[config.mk]
export PLATFORM = sky130hd
export DESIGN_NAME = reg_dump_ctrl
export DESIGN_NICKNAME = d
export VERILOG_FILES = /design/src/rtl/reg_dump_ctrl.sv
export SDC_FILE = /design/constraint.sdc
export NUM_CORES = 1
export LEC_CHECK = 0
export CAP_MARGIN = 10
export CORE_MARGIN = 1
export CORE_UTILIZATION = 47
export DETAILED_ROUTE_END_ITERATION = 10
export PLACE_DENSITY = 0.86
export SYNTH_ARGS = -nofsm -noshare
export SYNTH_HDL_FRONTEND = slang
export SYNTH_SLANG_ARGS = --single-unit
[constraint.sdc]
create_clock -name clk -period 6.01 [get_ports clk]
set_clock_uncertainty 0.1 [all_clocks]
set_input_delay 1.202 -clock clk [delete_from_list [all_inputs] [get_ports clk]]
set_output_delay 1.202 -clock clk [all_outputs]
set_load 0.005 [all_outputs]
[src/rtl/reg_dump_ctrl.sv]
// -----------------------------------------------------------------------------
// reg_dump_ctrl
//
// Debug sequencer that reads the pipeline register file out through the
// instruction-override path. For each register it forces one harmless read
// instruction (addi rs=idx, rt=$0, imm=0) into the pipeline and waits for the
// operand to appear on busA_probe. It then captures the value and presents
// {dump_reg, dump_data} on a valid/ready port.
//
// Optional feature macro: REGDUMP_CHECKSUM_EN
//   When defined, a dump_csum output carries the XOR of every captured word.
//   It is cleared when a dump starts and is final from the DONE cycle until the
//   next start. When undefined, neither the port nor the accumulator exists.
//
// Parameters:
//   NUM_REGS     registers dumped, idx 0..NUM_REGS-1 (legal 1..32)
//   CAPTURE_LAT  cycles from a force_inst change until busA_probe carries the
//                matching operand (legal >= 1)
// -----------------------------------------------------------------------------
module reg_dump_ctrl #(
    parameter int NUM_REGS    = 32,
    parameter int CAPTURE_LAT = 2
) (
    input  logic        clk,
    input  logic        reset,
    input  logic        start,
    output logic        busy,
    output logic        done,
    output logic        override_inst,
    output logic [31:0] force_inst,
    input  logic [31:0] busA_probe,
    output logic        dump_valid,
    input  logic        dump_ready,
    output logic [4:0]  dump_reg,
    output logic [31:0] dump_data
`ifdef REGDUMP_CHECKSUM_EN
    ,
    output logic [31:0] dump_csum
`endif
);

    // Wait counter must hold the value CAPTURE_LAT itself.
    localparam int CNT_W = (CAPTURE_LAT < 1) ? 1 : $clog2(CAPTURE_LAT + 1);

    // Index of the final register; the dump stops here and never wraps.
    localparam logic [4:0] LAST_IDX = 5'(NUM_REGS - 1);

    // Primary opcode of addi.
    localparam logic [5:0] OP_ADDI = 6'b001000;

    typedef enum logic [2:0] {
        S_IDLE,
        S_ISSUE,
        S_WAIT,
        S_OUT,
        S_DONE
    } state_t;

    state_t             state;
    logic [4:0]         idx;
    logic [CNT_W-1:0]   wait_cnt;

    // Read-only probe instruction: addi rs=reg, rt=$0, imm=0. Writing $0 keeps
    // architectural state untouched while the operand flows down read port A.
    function automatic logic [31:0] read_inst(input logic [4:0] reg_idx);
        return {OP_ADDI, reg_idx, 5'b00000, 16'h0000};
    endfunction

    // Sequencer: every output is a register so the instruction mux select and
    // the forced word never glitch between ISSUE and DONE.
    // NOTE: all state uses non-blocking assignments so every branch below sees
    // the pre-edge values of idx, wait_cnt and the outputs, whatever the order.
    always_ff @(posedge clk or posedge reset) begin
        if (reset) begin
            // NOTE: the async reset clears the outputs too, so override_inst
            // releases the pipeline immediately and a partial dump is dropped.
            state         <= S_IDLE;
            idx           <= '0;
            wait_cnt      <= '0;
            busy          <= 1'b0;
            done          <= 1'b0;
            override_inst <= 1'b0;
            force_inst    <= '0;
            dump_valid    <= 1'b0;
            dump_reg      <= '0;
            dump_data     <= '0;
`ifdef REGDUMP_CHECKSUM_EN
            dump_csum     <= '0;
`endif
        end else begin
            case (state)
                S_IDLE: begin
                    if (start) begin
                        state         <= S_ISSUE;
                        idx           <= '0;
                        busy          <= 1'b1;
                        override_inst <= 1'b1;
                        force_inst    <= read_inst(5'd0);
`ifdef REGDUMP_CHECKSUM_EN
                        dump_csum     <= '0;
`endif
                    end
                end

                S_ISSUE: begin
                    // force_inst already shows the probe for idx; start timing
                    // the pipeline latency from here.
                    wait_cnt <= CNT_W'(CAPTURE_LAT);
                    state    <= S_WAIT;
                end

                S_WAIT: begin
                    if (wait_cnt == CNT_W'(1)) begin
                        dump_data  <= busA_probe;
                        dump_reg   <= idx;
                        dump_valid <= 1'b1;
`ifdef REGDUMP_CHECKSUM_EN
                        dump_csum  <= dump_csum ^ busA_probe;
`endif
                        state      <= S_OUT;
                    end else begin
                        wait_cnt <= wait_cnt - CNT_W'(1);
                    end
                end

                S_OUT: begin
                    // Beat is held untouched until the consumer takes it.
                    if (dump_ready) begin
                        dump_valid <= 1'b0;
                        if (idx == LAST_IDX) begin
                            state         <= S_DONE;
                            done          <= 1'b1;
                            override_inst <= 1'b0;
                            force_inst    <= '0;
                        end else begin
                            idx        <= idx + 5'd1;
                            force_inst <= read_inst(idx + 5'd1);
                            state      <= S_ISSUE;
                        end
                    end
                end

                S_DONE: begin
                    // start is deliberately not looked at here; a held start
                    // is picked up from IDLE one cycle later.
                    done  <= 1'b0;
                    busy  <= 1'b0;
                    state <= S_IDLE;
                end

                default: begin
                    state <= S_IDLE;
                end
            endcase
        end
    end

endmodule

==> results of run 1 <==
## final timing paths
check	start	to	slack [ns]	cells after the start
hold reg to reg	force_inst[21]	force_inst[21]	0.40	1
min in group asynchronous	reset	state[1]	1.31	3
setup / recovery	start	idx[4]	3.32	4
max in group asynchronous	reset	force_inst[21]	4.03	3
setup reg to reg	state[1]	dump_data[30]	3.72	3
hold / removal	force_inst[21]	force_inst[21]	0.40	1
## cells by family (layout without fill, tap and decap cells)
| group | count (synthesis) | after routing | synth area share, % |
|---|---|---|---|
| xor gates and xnor gates | 2 | 2 | 0.648 |
| adders and majority gates | 3 | 3 | 1.39 |
| AOI/OAI and AO/OA | 26 | 26 | 6.43 |
| buffers and inverters | 40 | 105 | 11.8 |
| DFF | 57 | 57 | 52.8 |
| muxes | 41 | 41 | 21.2 |
| and+or+nand+nor | 25 | 25 | 5.60 |
| other | 1 | 26 | 0.139 |
## worst register-to-register path: stages (launching register included)
cell	delay [ns]
dfrtp_1	0.56
nor2b_2	0.38
and3_4	0.69
mux2_2	0.44
## cell type report
class | instances | share of cell area, %
sequential | 57 | 39.3
multi-input combinational | 123 | 29.0
clock buffer | 14 | 4.76
inverter | 6 | 0.621
tap | 72 | 2.48
clock inverter | 2 | 0.966
timing repair buffer | 83 | 22.8
## cell usage in the layout, fill, tap and decap left out, types with 2 or more instances in the layout
master            n
o21ai_0           6
conb_1           26
clkdlybuf4s50_1  82
mux2_2            9
clkbuf_1          2
inv_1             5
nor3b_1           2
a31oi_1           3
o2bb2ai_1         4
dfrtp_1          57
ha_1              3
clkbuf_8         12
a21o_1            2
mux2_4           30
o22ai_1           2
and3_1            2
a22o_1            3
or3_1             2
a21oi_1           4
nand3_1           3
nand2_1           6
## synth_stat cells, drive strengths merged
cell	instances	area [µm²]
a21o	2	15.0
a21oi	5	28.8
a22o	3	26.3
a22oi	1	7.51
a31oi	3	18.8
and2	1	6.26
and3	3	23.8
and3b	1	8.76
buf	33	294
clkbuf	1	3.75
conb	1	3.75
dfrtp	57	1430
ha	3	37.5
inv	6	22.5
mux2	40	563
mux2i	1	10.0
nand2	6	22.5
nand2b	1	6.26
nand3	3	15.0
nand4b	1	8.76
nor2	1	3.75
nor2b	2	15.0
nor3	1	5.00
nor3b	2	15.0
o21ai	6	30.0
o22ai	2	12.5
o2bb2ai	4	35.0
or3	2	12.5
or3b	1	8.76
xnor2	1	8.76
xor2	1	8.76
## through the flow
step	power (mW)	area (µm²)	worst slack [ns]
floorplan	1.09	2800	3.31
global placement	1.40	3420	3.02
detailed placement	1.43	3420	3.01
CTS	1.81	3630	3.35
global route	1.90	3630	3.26
finish	1.79	3630	3.32
## per-layer routing
| layer | up-vias | part of all wire, % |
|---|---|---|
| met3 | 10 | 5.6 |
| met1 | 855 | 45 |
| met4 | 0 | 1.8 |
| li1 | 795 | - |
| met5 | - | 0 |
| met2 | 63 | 48 |
## power by group
part | switching, mW | total, mW | internal, mW
Combinational | 0.236 | 0.748 | 0.512
Clock | 0.142 | 0.367 | 0.225
Sequential | 0.117 | 0.670 | 0.554
Total | 0.495 | 1.79 | 1.29
==> flow_summary.yaml, run 1 <==
logic_synthesis:
  syn_avg_cell_area_um2: 13.9
  yosysWarnings: 0
  synth_cell_types: 39
  synth_area_um2: 2700
  synth_seq_area_share_pct: 52.8
  ys_ff_latch: 57
  netlist_instances: 195
pwr:
  pwr_density_cell_nw_per_um2: 492
  power_leakage_nw: 1.63
  worst_ir_drop_vdd_mv: 0.244
global_routing:
  grt_util_met3_pct: 4.24
  grt_start_max_net_pins: 58
  use_met1_pct: 23.9
  grt_pass1_wl_um: 8520
  grt_pass1_vias: 1732
  busiest_layer: "met2"
  track_usage_pct: 18.5
  met2_usage_pct: 29.3
  grt.overflow.total: 0
  antenna_found_initial: 0
drt:
  firstDrtPassIters: 4
  wl_per_cell_um: 14.6
  drc: 0
  routed_wirelength_um: 5200
  vias: 1723
  vias_per_cell: 4.83
  drtIter0Drc: 52
  drt.antenna.violating_nets: 0
worst_setup_path:
  cp.required_ns: 6.12
  crit_slowest_cell: "clkdlybuf4s50_1"
  cp_top_family: "buffers and inverters"
  crit_arrival_ns: 2.80
  startpoint_type: "input port"
  cp_cell_sequence: "clkdlybuf4s50_1, or3b_1, a21oi_2, mux2_2"
  slowest_delay_ns: 0.50
  path_max_fanout: 6
  cp_num_buf_inv: 1
  crit_type: "input port to flip-flop"
  end_kind: "flip-flop"
sta:
  timing.fmax_ghz: 0.372
  worst_pin_slew_ns: 0.714
  fin_setup_tns_ns: 0
  finalHoldViolCount: 0
  relSlewSlack_pct: 52.4
  setup_violations: 0
  finalCriticalPeriod_ns: 2.69
  rsz0062_at_grt: "no"
  period_share_pct: 44.7
  hold-worst-slack_ns: 0.398
  maxSlewViolCount: 0
final_layout:
  nets: 319
  final_cells: 357
  drive_gt1_share_pct: 20.4
  antenna_cells: 0
  regMostFlops: "dump_data"
  area_delta_synth_final_pct: 34.1
  multi_input_area_um2: 1050
  regArea_um2: 1430
  utilization_pct: 65.4
  nFillCells: 447
  top_regs: "dump_data (32), force_inst (6)"
  largest_reg_flops: 32
place:
  placed_cells: 341
  port_buffers: 82
  gp_congestion: 0.790
  dp_hpwl_um: 3530
floorplanning:
  die-area_um2: 6060
  core_area_um2: 5540
  io_pins: 109
  fp.dieH_um: 77.8
  die_x_um: 77.8
  rows: 27
  start_util_pct: 48.8
flow_run:
  max-cap-violations: 0
clock_tree:
  post-cts-setup-buffers: 0
  root_buffer: "clkbuf_8"
  htree_levels: 3
  clk_pin_slew_ns: 0.07
  cts_hold_buffers: 0
  clkSinkCount: 57
  cts_buffers: 9
  cts_resized: 0
  cts_buffer_depth: 2
  clkLatencyLatePin_ns: 0.32
  tritoncts: "built"
worst_hold_path:
  hp-class: "flip-flop to flip-flop"
run_status:
  status: "finished, final reports clean"
Power figures use the tool's default switching activity.
==> run 2, diff against run 1 <==
--- a/config.mk
+++ b/config.mk
@@ -7,9 +7,9 @@
 export LEC_CHECK = 0
 export CAP_MARGIN = 10
 export CORE_MARGIN = 1
-export CORE_UTILIZATION = 47
+export CORE_UTILIZATION = 43
 export DETAILED_ROUTE_END_ITERATION = 10
-export PLACE_DENSITY = 0.86
+export PLACE_DENSITY = 0.8
 export SYNTH_ARGS = -nofsm -noshare
 export SYNTH_HDL_FRONTEND = slang
 export SYNTH_SLANG_ARGS = --single-unit
==> constraint.sdc (replaced) <==
create_clock -name clk -period 2.5 [get_ports clk]
set_clock_uncertainty 0.1 [all_clocks]
set_input_delay 0.5 -clock clk [delete_from_list [all_inputs] [get_ports clk]]
set_output_delay 0.5 -clock clk [all_outputs]
set_load 0.005 [all_outputs]
==> run 2 against run 1 <==
Compared with the run above:
- critical path depth did not move
- core utilization fell by 4.0 points
- die area rose by 9.1%
- flip-flop and latch count did not move
- sequential power rose by 140%
- sequential share of layout area fell by 0.58 points
- count of clock-buffer cells in the layout fell by 2
==> flow_summary.yaml, run 2 (synthesis results as in run 1) <==
pwr:
  total_power_mw: 4.36
  worst_ir_drop_vdd_mv: 0.537
  pwr_density_cell_nw_per_um2: 1190
  power_leakage_nw: 1.65
sta:
  finalHoldViolCount: 0
  period_share_pct: 84.6
  fin_setup_tns_ns: 0
  timing.fmax_ghz: 0.473
  rsz0062_at_grt: "no"
  maxSlewViolCount: 0
  setup_violations: 0
  finalCriticalPeriod_ns: 2.12
drt:
  wl_per_cell_um: 14.1
  vias_per_cell: 4.72
  firstDrtPassIters: 4
  routed_wirelength_um: 5120
  drc: 0
  vias: 1709
  drtIter0Drc: 55
  drt.antenna.violating_nets: 0
clock_tree:
  cts_hold_buffers: 0
  clkSinkCount: 57
  tritoncts: "built"
  root_buffer: "clkbuf_8"
  post-cts-setup-buffers: 0
  cts_buffers: 9
  clkLatencyLatePin_ns: 0.32
  htree_levels: 3
  cts_resized: 0
  cts_buffer_depth: 2
  clk_pin_slew_ns: 0.07
place:
  dp_hpwl_um: 3590
  gp_congestion: 0.807
  port_buffers: 82
final_layout:
  largest_reg_flops: 32
  antenna_cells: 0
  layout_commonest_cell: "clkdlybuf4s50_1"
  nets: 322
  area_delta_synth_final_pct: 36.1
  top_regs: "dump_data (32), force_inst (6)"
  layout_common_cells: "clkdlybuf4s50_1 (82), dfrtp_1 (57), mux2_4 (30), conb_1 (26), clkbuf_8 (10)"
  regMostFlops: "dump_data"
  drive_gt1_share_pct: 20.9
worst_setup_path:
  crit_type: "flip-flop to flip-flop"
  crit_arrival_ns: 2.21
  path_max_fanout: 18
  end_kind: "flip-flop"
  cp.required_ns: 2.59
  startpoint_type: "flip-flop"
floorplanning:
  die_x_um: 81.3
  fp.dieH_um: 81.3
  core_area_um2: 5990
  rows: 28
  io_pins: 109
  start_util_pct: 45.1
  die-area_um2: 6610
run_status:
  status: "finished, final reports clean"
global_routing:
  grt_start_max_net_pins: 58
  track_usage_pct: 16.3
  grt_pass1_wl_um: 7910
  grt_pass1_vias: 1573
  antenna_found_initial: 0
  grt.overflow.total: 0
worst_hold_path:
  hp-class: "flip-flop to flip-flop"
flow_run:
  max-cap-violations: 0
run 2: cell count changes in the layout (fill, tap and decap cells not counted), sizes merged:
cell,previous run,this run
buf,1,4
clkbuf,14,12
bufinv,1,2
run 2: worst paths after layout:
kind	endpoint	from	slack [ns]	depth (start not counted)
worst max-delay path	dump_data[5]	state[1]	0.38	4
worst min-delay path	force_inst[21]	force_inst[21]	0.39	1
worst max register to register	dump_data[5]	state[1]	0.38	4
worst min register to register	force_inst[21]	force_inst[21]	0.39	1
max in group asynchronous	force_inst[25]	reset	1.58	3
min in group asynchronous	dump_data[19]	reset	0.46	3
run 2: per-layer routing:
| metal | up-vias | part of all wire, % | track usage [%] |
|---|---|---|---|
| met1 | 829 | 46 | 21.1 |
| met3 | 6 | 6.2 | 4.38 |
| met5 | - | 0 | 0 |
| met2 | 64 | 47 | 25.2 |
| met4 | 0 | 1.1 | 7.50 |
| li1 | 810 | - | - |
run 2: cell type report:
cell class                      count  area, µm²
Clock buffer                       12        145
Clock inverter                      3       65.1
Fill cell                         491       2310
Inverter                            6       22.5
Multi-Input combinational cell    123       1050
Sequential cell                    57       1430
Tap cell                           75       93.8
Timing Repair Buffer               86        876
run 2: per-stage QoR:
step / setup slack, ns / hold WS, ns / std cells / instance area [µm²] / util, %
2_1_floorplan: 0.471 / 0.374 / 220 / 2800 / -
3_3_place_gp: 0.320 / 0.386 / 347 / 3470 / 57.9
3_5_place_dp: 0.297 / 0.373 / 347 / 3470 / 57.9
4_1_cts: 0.381 / 0.397 / 362 / 3680 / 61.4
5_1_grt: 0.265 / 0.410 / 362 / 3680 / 61.4
6_report: 0.385 / 0.393 / 362 / 3680 / 61.4
run 2: report_power, final:
part / internal, mW / leakage (nW) / switching (mW)
combinational: 1.26 / 0.866 / 0.572
clock: 0.582 / 0.106 / 0.341
sequential: 1.33 / 0.679 / 0.282
run 2: worst max-delay path, stage by stage (launching register included):
cell	delay, ns
dfrtp_1	0.56
nor2b_2	0.38
and3_4	0.41
buf_12	0.23
mux2_4	0.32
==> run 3, diff against run 2 <==
==> constraint.sdc (replaced) <==
create_clock -name clk -period 2 [get_ports clk]
set_clock_uncertainty 0.1 [all_clocks]
set_input_delay 0.4 -clock clk [delete_from_list [all_inputs] [get_ports clk]]
set_output_delay 0.4 -clock clk [all_outputs]
set_load 0.005 [all_outputs]
==> run 3 against run 2 <==
Compared with the run above:
- sequential share of layout area fell by 0.98 points
- via count rose by 2.6%
- critical path depth rose by 2
- combinational power rose by 35%
- count of clock-buffer cells in the layout did not move
- sequential power rose by 23%
- hold slack got worse by 0.042 ns
==> flow_summary.yaml, run 3 (synthesis results as in run 1) <==
sta:
  rsz0062_at_grt: "no"
  hold-worst-slack_ns: 0.351
  worst_slack_ns: 0.0828
  maxSlewViolCount: 0
  setup_violations: 0
  finalCriticalPeriod_ns: 1.92
  timing.fmax_ghz: 0.522
  finalHoldViolCount: 0
  period_share_pct: 95.9
pwr:
  power_leakage_nw: 1.69
  pwr_density_cell_nw_per_um2: 1460
  worst_ir_drop_vdd_mv: 0.706
final_layout:
  drive_gt1_share_pct: 24.9
  nFillCells: 480
  area_delta_synth_final_pct: 39.7
  layout_commonest_cell: "clkdlybuf4s50_1"
  nets: 332
  multi_input_area_um2: 1080
  top_regs: "dump_data (32), force_inst (6)"
  antenna_cells: 0
  largest_reg_flops: 32
  layout_common_cells: "clkdlybuf4s50_1 (82), dfrtp_1 (56), mux2_4 (30), conb_1 (26)"
  regMostFlops: "dump_data"
  regArea_um2: 1430
global_routing:
  antenna_found_initial: 0
  grt.overflow.total: 0
  grt_pass1_vias: 1622
  track_usage_pct: 16.6
  grt_pass1_wl_um: 8050
  grt_start_max_net_pins: 58
floorplanning:
  start_util_pct: 45.1
  fp.dieH_um: 81.3
  die_x_um: 81.3
  rows: 28
  core_area_um2: 5990
  die-area_um2: 6610
  io_pins: 109
flow_run:
  max-cap-violations: 0
clock_tree:
  post-cts-setup-buffers: 0
  tritoncts: "built"
  root_buffer: "clkbuf_8"
  cts_buffers: 9
  clkSinkCount: 57
  clk_pin_slew_ns: 0.07
  htree_levels: 3
  cts_buffer_depth: 2
  clkLatencyLatePin_ns: 0.32
worst_setup_path:
  crit_arrival_ns: 2.02
  path_max_fanout: 4
  startpoint_type: "flip-flop"
  end_kind: "flip-flop"
  crit_type: "flip-flop to flip-flop"
  cp.required_ns: 2.11
drt:
  drc: 0
  vias: 1754
  drt.antenna.violating_nets: 0
  firstDrtPassIters: 4
  wl_per_cell_um: 14.2
  routed_wirelength_um: 5280
  vias_per_cell: 4.72
  drtIter0Drc: 76
place:
  port_buffers: 82
  dp_hpwl_um: 3730
  gp_congestion: 0.807
  dpl_worst_slack_ns: -0.0356
worst_hold_path:
  hp-class: "input port to asynchronous set/reset pin"
run_status:
  status: "finished, final reports clean"
## run 3: per-layer routing
| metal | wire [µm] | up-vias | global-route usage [%] |
|---|---|---|---|
| li1 | - | 834 | - |
| met1 | 2330 | 843 | 22.1 |
| met2 | 2520 | 69 | 24.9 |
| met3 | 367 | 8 | 5.17 |
| met4 | 68 | 0 | 6.96 |
| met5 | 0 | - | 0 |
## run 3: report_power, final
group	switching (mW)	internal, mW	total, mW
Clock	0.434	0.633	1.07
Combinational	0.788	1.68	2.47
Sequential	0.316	1.67	1.98
Total	1.54	3.98	5.52
## run 3: worst paths after layout
kind	start	end	slack, ns	cells after the start
worst max-delay path	idx[1]	idx[4]	0.08	6
worst min-delay path	reset	dump_data[10]	0.35	3
worst max register to register	idx[1]	idx[4]	0.08	6
worst min register to register	force_inst[29]	force_inst[29]	0.39	1
max in group asynchronous	reset	idx[1]	1.17	3
min in group clk	force_inst[29]	force_inst[29]	0.39	1
## run 3: area by class of cell
cell class | count | share of cell area (%)
flip-flops and latches | 57 | 37.8
multi-input cells | 123 | 28.5
repair buffers | 96 | 25.5
clock buffers | 12 | 4.11
well taps | 75 | 2.48
clock inverters | 3 | 1.06
inverters | 6 | 0.596
## run 3: critical path, cell delays in order (launching register included)
cell and delay, ns:
dfrtp_2 0.44, ha_4 0.18, and3_1 0.20, ha_4 0.18
nand4b_1 0.19, a21oi_2 0.18, mux2_2 0.34
## run 3: through the flow
| stage | power, mW | setup TNS [ns] | area (µm²) | cells | util, % |
|---|---|---|---|---|---|
| 2_1_floorplan | 3.26 | 0 | 2800 | 220 | - |
| 3_3_place_gp | 4.38 | -0.0404 | 3560 | 357 | 59.4 |
| 4_1_cts | 5.56 | 0 | 3750 | 372 | 62.7 |
| 6_report | 5.52 | 0 | 3780 | 372 | 63.1 |
| 3_5_place_dp | 4.46 | -0.0689 | 3560 | 357 | 59.4 |
| 5_1_grt | 5.88 | 0 | 3780 | 372 | 63.1 |
## run 3: repair_timing
item,in CTS,in global routing
setup endpoints to repair,0,1
resized for setup,0,4
hold buffers,0,0
